<file path="src/rtl/adder_pkg.sv">
// Shared definitions for the adder family.
//
// SLICE_W is the slice width shared with the combinational 8-bit conditional
// adder datapath. The multicycle wide adder reuses it so that both blocks agree
// on the slice granularity. state_t is the 2-bit state encoding of the
// multicycle wide adder FSM.
package adder_pkg;

  localparam int SLICE_W = 8;

  typedef enum logic [1:0] {
    ST_IDLE = 2'b00,
    ST_RUN  = 2'b01,
    ST_DONE = 2'b10
  } state_t;

endpackage : adder_pkg

</file>
<file path="src/rtl/slice_add.sv">
// Combinational W-bit adder with carry-in and carry-out.
//
// Ports:
//   a, b  : W-bit addends
//   cin   : carry into bit 0
//   s     : W-bit sum, modulo 2^W
//   cout  : carry out of bit W-1
module slice_add
  import adder_pkg::*;
#(
  parameter int W = SLICE_W
) (
  input  logic [W-1:0] a,
  input  logic [W-1:0] b,
  input  logic         cin,
  output logic [W-1:0] s,
  output logic         cout
);

  // Zero-extend every operand to W+1 bits so the carry lands in the top bit.
  assign {cout, s} = {1'b0, a} + {1'b0, b} + {{W{1'b0}}, cin};

endmodule : slice_add

</file>
<file path="src/rtl/multicycle_wide_adder.sv">
// Sequential wide adder: adds two WIDTH-bit operands one SLICE-bit slice per
// cycle, least-significant slice first, with the inter-slice carry held in a
// flop. A single slice_add instance is time-multiplexed by the slice counter.
// WIDTH must be an integer multiple of SLICE.
//
// Ports:
//   clk, rst_n          : rising-edge clock, asynchronous active-low reset
//   in_valid / in_ready : operand handshake (a, b, cin)
//   out_valid/ out_ready: result handshake (sum, cout)
//   sum                 : a + b + cin modulo 2^WIDTH, held while out_valid=1
//   cout                : carry out of the top slice
//   busy                : high whenever the FSM is not idle
module multicycle_wide_adder
  import adder_pkg::*;
#(
  parameter int WIDTH = 32,
  parameter int SLICE = SLICE_W
) (
  input  logic             clk,
  input  logic             rst_n,
  input  logic             in_valid,
  output logic             in_ready,
  input  logic [WIDTH-1:0] a,
  input  logic [WIDTH-1:0] b,
  input  logic             cin,
  output logic             out_valid,
  input  logic             out_ready,
  output logic [WIDTH-1:0] sum,
  output logic             cout,
  output logic             busy
);

  localparam int NSLICE = WIDTH / SLICE;
  localparam int CNT_W  = (NSLICE > 1) ? $clog2(NSLICE) : 1;
  localparam logic [CNT_W-1:0] LAST_SLICE = CNT_W'(NSLICE - 1);

  state_t           state_q, state_d;
  logic [WIDTH-1:0] a_q, b_q, sum_q;
  logic             carry_q, cout_q;
  logic [CNT_W-1:0] cnt_q;

  logic [SLICE-1:0] a_slice, b_slice, s_slice;
  logic             c_slice;
  logic             accept, last_slice;

  assign accept     = (state_q == ST_IDLE) && in_valid;
  assign last_slice = (cnt_q == LAST_SLICE);

  assign a_slice = a_q[cnt_q*SLICE +: SLICE];
  assign b_slice = b_q[cnt_q*SLICE +: SLICE];

  slice_add #(.W(SLICE)) u_slice_add (
    .a    (a_slice),
    .b    (b_slice),
    .cin  (carry_q),
    .s    (s_slice),
    .cout (c_slice)
  );

  // Handshake outputs come straight from the state register, so neither
  // in_valid nor out_ready has a combinational path to a ready/valid output.
  assign in_ready  = (state_q == ST_IDLE);
  assign out_valid = (state_q == ST_DONE);
  assign busy      = (state_q != ST_IDLE);
  assign sum       = sum_q;
  assign cout      = cout_q;

  always_comb begin
    // NOTE: every always_comb target gets a default first, so no path through
    // the case leaves it unassigned and no latch is inferred.
    state_d = state_q;
    unique case (state_q)
      ST_IDLE: if (in_valid)   state_d = ST_RUN;
      ST_RUN:  if (last_slice) state_d = ST_DONE;
      ST_DONE: if (out_ready)  state_d = ST_IDLE;
      default:                 state_d = ST_IDLE;
    endcase
  end

  // NOTE: sequential state uses non-blocking assignments so every flop samples
  // pre-edge values regardless of statement order.
  always_ff @(posedge clk or negedge rst_n) begin
    if (!rst_n) begin
      state_q <= ST_IDLE;
    end else begin
      state_q <= state_d;
    end
  end

  // Operand registers are reset too: they are only a few words wide, and a
  // defined value keeps the slice mux free of X after reset.
  always_ff @(posedge clk or negedge rst_n) begin
    if (!rst_n) begin
      a_q     <= '0;
      b_q     <= '0;
      sum_q   <= '0;
      carry_q <= 1'b0;
      cout_q  <= 1'b0;
      cnt_q   <= '0;
    end else if (accept) begin
      a_q     <= a;
      b_q     <= b;
      carry_q <= cin;
      cnt_q   <= '0;
    end else if (state_q == ST_RUN) begin
      sum_q[cnt_q*SLICE +: SLICE] <= s_slice;
      carry_q                     <= c_slice;
      cnt_q                       <= cnt_q + 1'b1;
      if (last_slice) cout_q <= c_slice;
    end
  end

endmodule : multicycle_wide_adder
</file>
<file path="config.mk">
export PLATFORM = sky130hd
export DESIGN_NAME = multicycle_wide_adder
export DESIGN_NICKNAME = d
export VERILOG_FILES = /design/src/rtl/adder_pkg.sv /design/src/rtl/slice_add.sv /design/src/rtl/multicycle_wide_adder.sv
export SDC_FILE = /design/constraint.sdc
export NUM_CORES = 1
export LEC_CHECK = 0
export CAP_MARGIN = 0
export CORE_UTILIZATION = 51
export DETAILED_ROUTE_END_ITERATION = 6
export HOLD_SLACK_MARGIN = 0.02
export PLACE_DENSITY = 0.8
export SETUP_SLACK_MARGIN = 0.1
export SYNTH_ARGS = -nofsm -noshare
export SYNTH_HDL_FRONTEND = slang
export SYNTH_SLANG_ARGS = --single-unit
</file>
<file path="constraint.sdc">
create_clock -name clk -period 3.3 [get_ports clk]
set_input_delay 0.495 -clock clk [delete_from_list [all_inputs] [get_ports clk]]
set_output_delay 0.495 -clock clk [all_outputs]
set_load 0.02 [all_outputs]
</file>
==> flow_summary_export.csv, run 1 <==
group,metric,value,unit
layout,final_cell_mix,"clkdlybuf4s50_1 (103), dfrtp_1 (102), mux2_4 (60), a22o_1 (21), nand2_1 (18)",
flow_run,max-cap-violations,0,
sta,setup_viol,0,
sta,fin_crit,2.79,ns
clock_tree,cts_resized,0,
synthesis,syn_area_per_cell,15.1,um2
detailed_routing,routed_via_density,5.40,
grt,grt_use_total,0.215,
critical_path,startpoint_type,"flop",
worst_hold_path,hp-class,"input port to asynchronous set/reset pin",
detailed_routing,dr.pass1.iters,4,
synthesis,synthArstFlopShare,1.00,
sta,grt_setup_unrepaired,"false",
critical_path,worst-setup-path-type,"flop to flop",
detailed_routing,num_vias,3076,
placed_design,place_ws,0.540,ns
pwr,leakagePower,2.73,nW
detailed_routing,first_iter_violations,146,
run_status,outcome,"finished, final reports clean",
placed_design,hpwl,7720,um
critical_path,crit_path_top_delay_cell,"dfrtp_1",
placed_design,portBuffers,104,
layout,antenna_cells,0,
synthesis,synth_edf_count,0,
sta,post-route-worst-setup-slack,0.508,ns
critical_path,slowest_delay,0.59,ns
clock_tree,root_buffer,"clkbuf_8",
pwr,finalPower,7.09,mW
critical_path,worstSetupEndpointType,"flop",
grt,grt_pass1_wl,16500,um
critical_path,r2r_setup_slack,0.51,ns
grt,grt_max_degree,79,
detailed_routing,drc,0,
floorplanning,dieHeight,100,um
sta,slew_headroom,0.375,
layout,area_growth,25.5,%
clock_tree,clkSinkCount,102,
synthesis,yosysSeqAreaShare,0.516,
critical_path,arrival,3.09,ns
detailed_routing,topRoutingLayerUsed,"met4",
layout,final_nets,520,
floorplanning,row_count,35,
detailed_routing,wl_met3,465,um
synthesis,ys_types,41,
clock_tree,cts_tree,"yes",
sta,hold_viol,0,
grt,grt.overflow.total,0,
sta,fin_tns_setup,0,ns
pwr,ir_drop,605,uV
layout,final_cell_count_no_fill,570,
clock_tree,cts_hold_buf,0,
clock_tree,cts.path.max_buffers,2,
clock_tree,htree_levels,3,
detailed_routing,antenna_left,0,
critical_path,cp_cell_sequence,"mux4_2 > fa_1 > inv_1 > fa_1 > nor2b_1 > o2111ai_1 > a31oi_1 > a31oi_1 > a22o_1",
synthesis,synth-seq-cells,102,
layout,drive_above_1_share,0.259,
pwr,p_per_area,1140,nW/um2
layout,final_common_cell,"clkdlybuf4s50_1",
synthesis,syn-num-nets,411,
placed_design,gp_congestion,0.842,
sta,tightest_slew,0.938,ns
critical_path,path_buf_inv,1,
detailed_routing,dr_wl_met2,4910,um
sta,slew_viol_final,0,
synthesis,synth_ff_type,"dfrtp_1",
placed_design,placed_cells,554,
synthesis,synth.cell_area,4940,um2
layout,nFillCells,684,
clock_tree,clk-insertion-delay-late,0.36,ns
detailed_routing,met1Wirelength,4570,um
floorplanning,ios,105,
critical_path,crit_required,3.60,ns
sta,clock_skew,0.0154,ns
synthesis,syn_inst,327,
clock_tree,cts.clk_slew.worst_paths,0.10,ns
floorplanning,die_x,100,um
clock_tree,post-cts-setup-buffers,0,
detailed_routing,wl_per_cell,17.7,um
grt,grt_pass1_vias,3296,
detailed_routing,drt-total-wl,10100,um
floorplanning,die_area,10100,um2
critical_path,cpLargestDelayFamily,"compound AO/OA/AOI/OAI gates",
clock_tree,cts_buffers,9,
floorplanning,start_util,0.530,
grt,antenna_found_initial,0,
floorplanning,coreArea,9330,um2
critical_path,path_max_fanout,10,
sta,period_share,0.846,
sta,clock.fmax,358,MHz
synthesis,yosys_warnings,0,
-- flip-flops by register name, summed over array words and instances (netlist names) --
register	count
b_q	32
carry_q	1
a_q	32
cnt_q	2
sum	32
state_q	2
cout	1
-- cells in the mapped netlist, types with 2 or more instances --
| library cell | number | area, um2 |
|---|---|---|
| buf_2 | 2 | 10.0 |
| nand4_1 | 4 | 25.0 |
| mux4_2 | 16 | 360 |
| buf_12 | 7 | 140 |
| xnor2_1 | 2 | 17.5 |
| nand2_2 | 2 | 12.5 |
| a31oi_1 | 3 | 18.8 |
| a21o_1 | 3 | 22.5 |
| a22o_1 | 21 | 184 |
| nand2_1 | 18 | 67.6 |
| a21oi_1 | 5 | 25.0 |
| ha_1 | 13 | 163 |
| o21ai_1 | 3 | 15.0 |
| clkbuf_1 | 2 | 7.51 |
| o21ai_0 | 12 | 60.1 |
| nor2_1 | 16 | 60.1 |
| fa_1 | 2 | 40.0 |
| mux2_4 | 60 | 901 |
| mux2_2 | 4 | 45.0 |
| inv_1 | 9 | 33.8 |
| dfrtp_1 | 102 | 2550 |
| xor2_1 | 2 | 17.5 |
-- cells by family (layout without fill, tap and decap cells) --
| group | Yosys count | count (layout) | synth area share |
|---|---|---|---|
| adder cells (fa/ha/maj) | 15 | 15 | 0.0410 |
| multiplexers | 80 | 80 | 0.264 |
| AND/OR/NAND/NOR | 47 | 47 | 0.0471 |
| flip-flops | 102 | 102 | 0.516 |
| buffers and inverters | 23 | 137 | 0.0433 |
| XOR/XNOR | 4 | 4 | 0.00709 |
| AO/OA/AOI/OAI | 56 | 56 | 0.0812 |
-- cell type report --
cell class,instances,area [um2],share of cell area
repair buffers,111,1100,0.178
clock buffers,9,124,0.0200
well taps,129,161,0.0260
multi-input cells,202,2180,0.351
flip-flops and latches,102,2550,0.411
inverters,10,37.5,0.00605
clock inverters,7,48.8,0.00786
-- stage by stage --
step / utilization / hold slack (ns) / cell area [um2]
finish: 0.665 / 0.288 / 6210
global route: 0.665 / 0.366 / 6210
detailed placement: 0.647 / 0.473 / 6030
CTS: 0.665 / 0.315 / 6210
floorplan: - / 0.199 / 4940
global placement: 0.647 / 0.462 / 6030
-- worst paths after layout --
path                          start       to  cells after the start
setup / recovery           cnt_q[1]  sum[22]                      9
hold / removal                rst_n  sum[10]                      1
setup reg to reg           cnt_q[1]  sum[22]                      9
hold reg to reg             sum[17]  sum[17]                      2
max in group asynchronous     rst_n  b_q[10]                      2
min in group clk            sum[17]  sum[17]                      2
-- power by group --
part           internal [mW]  total, mW  switching, mW
clock network          0.276      0.705          0.429
registers               1.83       2.23          0.407
logic                   2.08       4.15           2.08
total                   4.18       7.09           2.91
-- routing by layer --
metal,GRT usage,up-vias
met2,0.363,97
met5,0,-
met3,0.0361,14
met1,0.284,1543
met4,0.0747,0
li1,-,1422
(Power assumes the default switching activity.)
==> run 2: changes to the inputs <==
clock period = 2.6 ns   (was 3.3 ns; I/O delays follow)
==> flow_summary_export.csv, run 2 (synthesis results as in run 1) <==
group,metric,value,unit
critical_path,path_buf_inv,4,
flow_run,max-cap-violations,0,
sta,slew_viol_final,0,
clock_tree,cts.clk_slew.worst_paths,0.10,ns
pwr,finalPower,10.4,mW
pwr,intPower,6.17,mW
floorplanning,row_count,35,
clock_tree,clk-insertion-delay-late,0.37,ns
detailed_routing,drt-total-wl,10700,um
grt,grt_use_total,0.225,
layout,antenna_cells,0,
sta,post-route-worst-setup-slack,-0.0434,ns
clock_tree,cts_tree,"yes",
sta,clock.fmax,378,MHz
sta,clock_skew,0.0139,ns
layout,fin_util,0.696,
run_status,outcome,"complete, but fails checks",
detailed_routing,first_iter_violations,120,
grt,antenna_found_initial,0,
placed_design,hpwl,7850,um
critical_path,slowest_delay,0.41,ns
floorplanning,start_util,0.530,
sta,period_share,1.02,
detailed_routing,routed_via_density,5.39,
pwr,p_clk_frac,0.088,
critical_path,arrival,2.91,ns
detailed_routing,num_vias,3147,
sta,hold_viol,0,
clock_tree,root_buffer,"clkbuf_8",
detailed_routing,dr.pass1.iters,4,
sta,grt_setup_unrepaired,"true",
layout,nFillCells,628,
floorplanning,dieHeight,100,um
clock_tree,cts.path.max_buffers,2,
clock_tree,htree_levels,3,
layout,final_cell_mix,"clkdlybuf4s50_1 (103), dfrtp_1 (102), mux2_4 (60), a22o_1 (21), nand2_1 (18)",
sta,slew_headroom,0.603,
critical_path,path_max_fanout,5,
placed_design,portBuffers,104,
critical_path,crit_path_top_delay_cell,"dfrtp_1",
critical_path,worstSetupEndpointType,"flop",
clock_tree,cts_hold_buf,0,
layout,final_cell_count_no_fill,584,
layout,register_area,2550,um2
pwr,combPwrFrac,0.641,
critical_path,worst-setup-path-type,"flop to flop",
pwr,power.switching,4.21,mW
floorplanning,ios,105,
layout,final_common_cell,"clkdlybuf4s50_1",
pwr,switching_share,0.406,
detailed_routing,wl_per_cell,18.4,um
pwr,seq_power_share,0.271,
floorplanning,die_area,10100,um2
layout,multiInputGateArea,2300,um2
floorplanning,coreArea,9330,um2
run_status,violations,"negative setup slack",
grt,grt_max_degree,57,
clock_tree,clkSinkCount,102,
sta,fin_crit,2.64,ns
pwr,ir_drop,914,uV
placed_design,gp_congestion,0.864,
grt,grt.overflow.total,0,
pwr,leakagePower,2.83,nW
sta,setup_viol,4,
sta,tightest_slew,0.596,ns
critical_path,cp_cell_sequence,"buf_6 > buf_4 > mux4_2 > inv_1 > fa_2 > nor2b_2 > o2111ai_2 > a31oi_1 > a31oi_1 > buf_4 > a22o_1",
critical_path,crit_required,2.87,ns
floorplanning,die_x,100,um
critical_path,startpoint_type,"flop",
clock_tree,cts_buffers,9,
grt,grt_pass1_wl,17000,um
detailed_routing,antenna_left,0,
grt,grt_pass1_vias,3295,
layout,area_growth,31.2,%
worst_hold_path,hp-class,"input port to asynchronous set/reset pin",
layout,final_nets,535,
placed_design,placed_cells,565,
layout,drive_above_1_share,0.319,
pwr,p_per_area,1600,nW/um2
detailed_routing,drc,0,
critical_path,cpLargestDelayFamily,"compound AO/OA/AOI/OAI gates",
==> run 2: changes by cell type in the layout (fill, tap and decap cells not counted), moves of 3 or more <==
cell and change:
o21ai_0 -4, buf_12 +3, ha_4 +4, o21ai_1 +4, buf_4 +10, ha_1 -5
==> run 2: per-layer routing <==
layer	vias to the layer above	wire [um]	GRT usage
met5	-	0	0
li1	1442	-	-
met3	16	442	0.0513
met2	104	5360	0.374
met4	0	152	0.0569
met1	1585	4760	0.300
==> run 2: through the flow <==
stage	hold WS, ns	instance area, um2	setup TNS (ns)	setup slack (ns)
floorplan	0.0944	4960	-0.897	-0.138
global placement	0.428	6150	0	0.0275
detailed placement	0.437	6150	-0.329	-0.0868
CTS	0.0206	6420	0	0.0240
global route	0.0432	6490	-1.06	-0.169
finish	0.00461	6490	-0.143	-0.0434
==> run 2: what timing repair did <==
| item | in CTS | in global routing |
|---|---|---|
| gates resized for setup | 12 | 8 |
| pin swaps | 5 | 10 |
| setup buffers | 2 | 2 |
| endpoints found under the setup margin | 18 | 26 |
==> run 2: worst paths after layout <==
check	slack, ns	endpoint	startpoint	cells after the start
max reg2reg	-0.04	sum[6]	cnt_q[0]	11
min	0.005	sum[1]	rst_n	1
min in group clk	0.49	sum[10]	sum[10]	2
max	-0.04	sum[6]	cnt_q[0]	11
max in group asynchronous	1.89	b_q[12]	rst_n	2
min reg2reg	0.49	sum[10]	sum[10]	2
==> run 2: cell type report <==
class | count | share of cell area
repair buffers | 126 | 0.194
clock buffers | 10 | 0.0212
clock inverters | 5 | 0.00559
multi-input cells | 202 | 0.355
inverters | 10 | 0.00579
flip-flops and latches | 102 | 0.393
well taps | 129 | 0.0249
==> run 2: power groups by stage <==
stage                     sequential (mW)  clock [mW]  combinational (mW)
after global routing                 2.90       0.989                7.08
after detailed placement             2.82           0                5.69
after CTS                            2.81       0.933                6.20
final                                2.81       0.910                6.65
after floorplan                      2.85           0                3.89
after global placement               2.81           0                5.54
==> RTL change (settings of run 1) <==
The parameter `WIDTH` goes from 32 to 64.
--- a/src/rtl/multicycle_wide_adder.sv
+++ b/src/rtl/multicycle_wide_adder.sv
@@ -13,7 +13,7 @@
 module multicycle_wide_adder
   import adder_pkg::*;
 #(
-  parameter int WIDTH = 32,
+  parameter int WIDTH = 64,
   parameter int SLICE = SLICE_W
 ) (
   input  logic             clk,
Ports: changed (resized a, b and sum); port bits go from 105 to 201. The function was not compared with the original's and may differ.
==> RTL change against run 1 <==
Power rose by 100%. Wire length up 110%. Combinational power is 96% higher. Non-clock buffer count is 112 higher. Sequential cell count is 97 higher. Final area up 93%. Worst setup slack worse by 0.34 ns. Synthesized area rose by 82%. Global-route usage rose by 3.8 points. Critical path type unchanged. Critical endpoint is now sum[38].
==> RTL change: results (changes against run 1) <==
status finished, final reports clean (unchanged); compound-gate portion of the synthesized area 0.06272 (was 0.08122); WP data arrival 3.44 ns (was 3.09 ns); first-pass GRT wire length 34530 um (was 16530 um); CTS clock-pin slew for the worst setup and hold paths 0.07 ns (was 0.10 ns); worst skew pair latency 0.43 ns (was 0.36 ns); dpl ws 0.03830 ns (was 0.5401 ns); nets@finish 980 (was 520); length of routed met2 wiring 11010 um (was 4907 um); WL/cell 19.98 um (was 17.75 um); initial DRC count 322 (was 146); post-synthesis sequential area ratio 0.5547 (was 0.5162); post-synthesis net count 773 (was 411); met2 Track Usage GR 0.4361 (was 0.3630); hold slack 0.1599 ns (was 0.2885 ns); reg2reg path depth 10 (was 9); H-tree depth 4 (was 3); FP Rows 48 (was 35); number of global-route vias before repair 6378 (was 3296); Slew headroom 0.3793 (was 0.3750); Post-Synth XOR/XNOR Area 0.005714 (was 0.007085); critical path capture point sum[38] (was sum[22]); Largest delay share family, worst path multiplexers (was compound AO/OA/AOI/OAI gates); Non-Filler Instances 1069 (was 570); GRT Resource Usage Total 0.2535 (was 0.2154); met1 wire length 8883 um (was 4565 um); DP Area 0.01126 mm2 (was 0.006033 mm2)
RTL change: cell types whose count changed after synthesis, moves of 10 or more:
cell,run 1,this run
mux2_2,4,142
dfrtp_1,102,199
mux2_4,60,1
nand2_1,18,71
buf_2,2,21
mux4_2,16,31
a22o_1,21,31
RTL change: power by group through the flow:
stage / Combinational (W) / Sequential, W / Clock [W]
after floorplan: 0.00487 / 0.00440 / 0
after global placement: 0.00746 / 0.00424 / 0
after detailed placement: 0.00760 / 0.00431 / 0
after CTS: 0.00801 / 0.00428 / 0.00216
after global routing: 0.00867 / 0.00442 / 0.00226
final: 0.00813 / 0.00427 / 0.00213
RTL change: layout make-up:
type	count	area, um2
fill	1180	5259
sequential	199	4982
multi-input combinational	379	3799
timing repair buffer	223	2266
clock buffer	21	460.4
tap	225	281.5
clock inverter	11	147.6
inverter	11	41.29
RTL change: timing repair:
action | in CTS | in global routing
gates resized for setup | 5 | 3
gates cloned | 1 | 0
endpoints found under the setup margin | 14 | 20
pin swaps | 2 | 3
setup buffers | 4 | 0
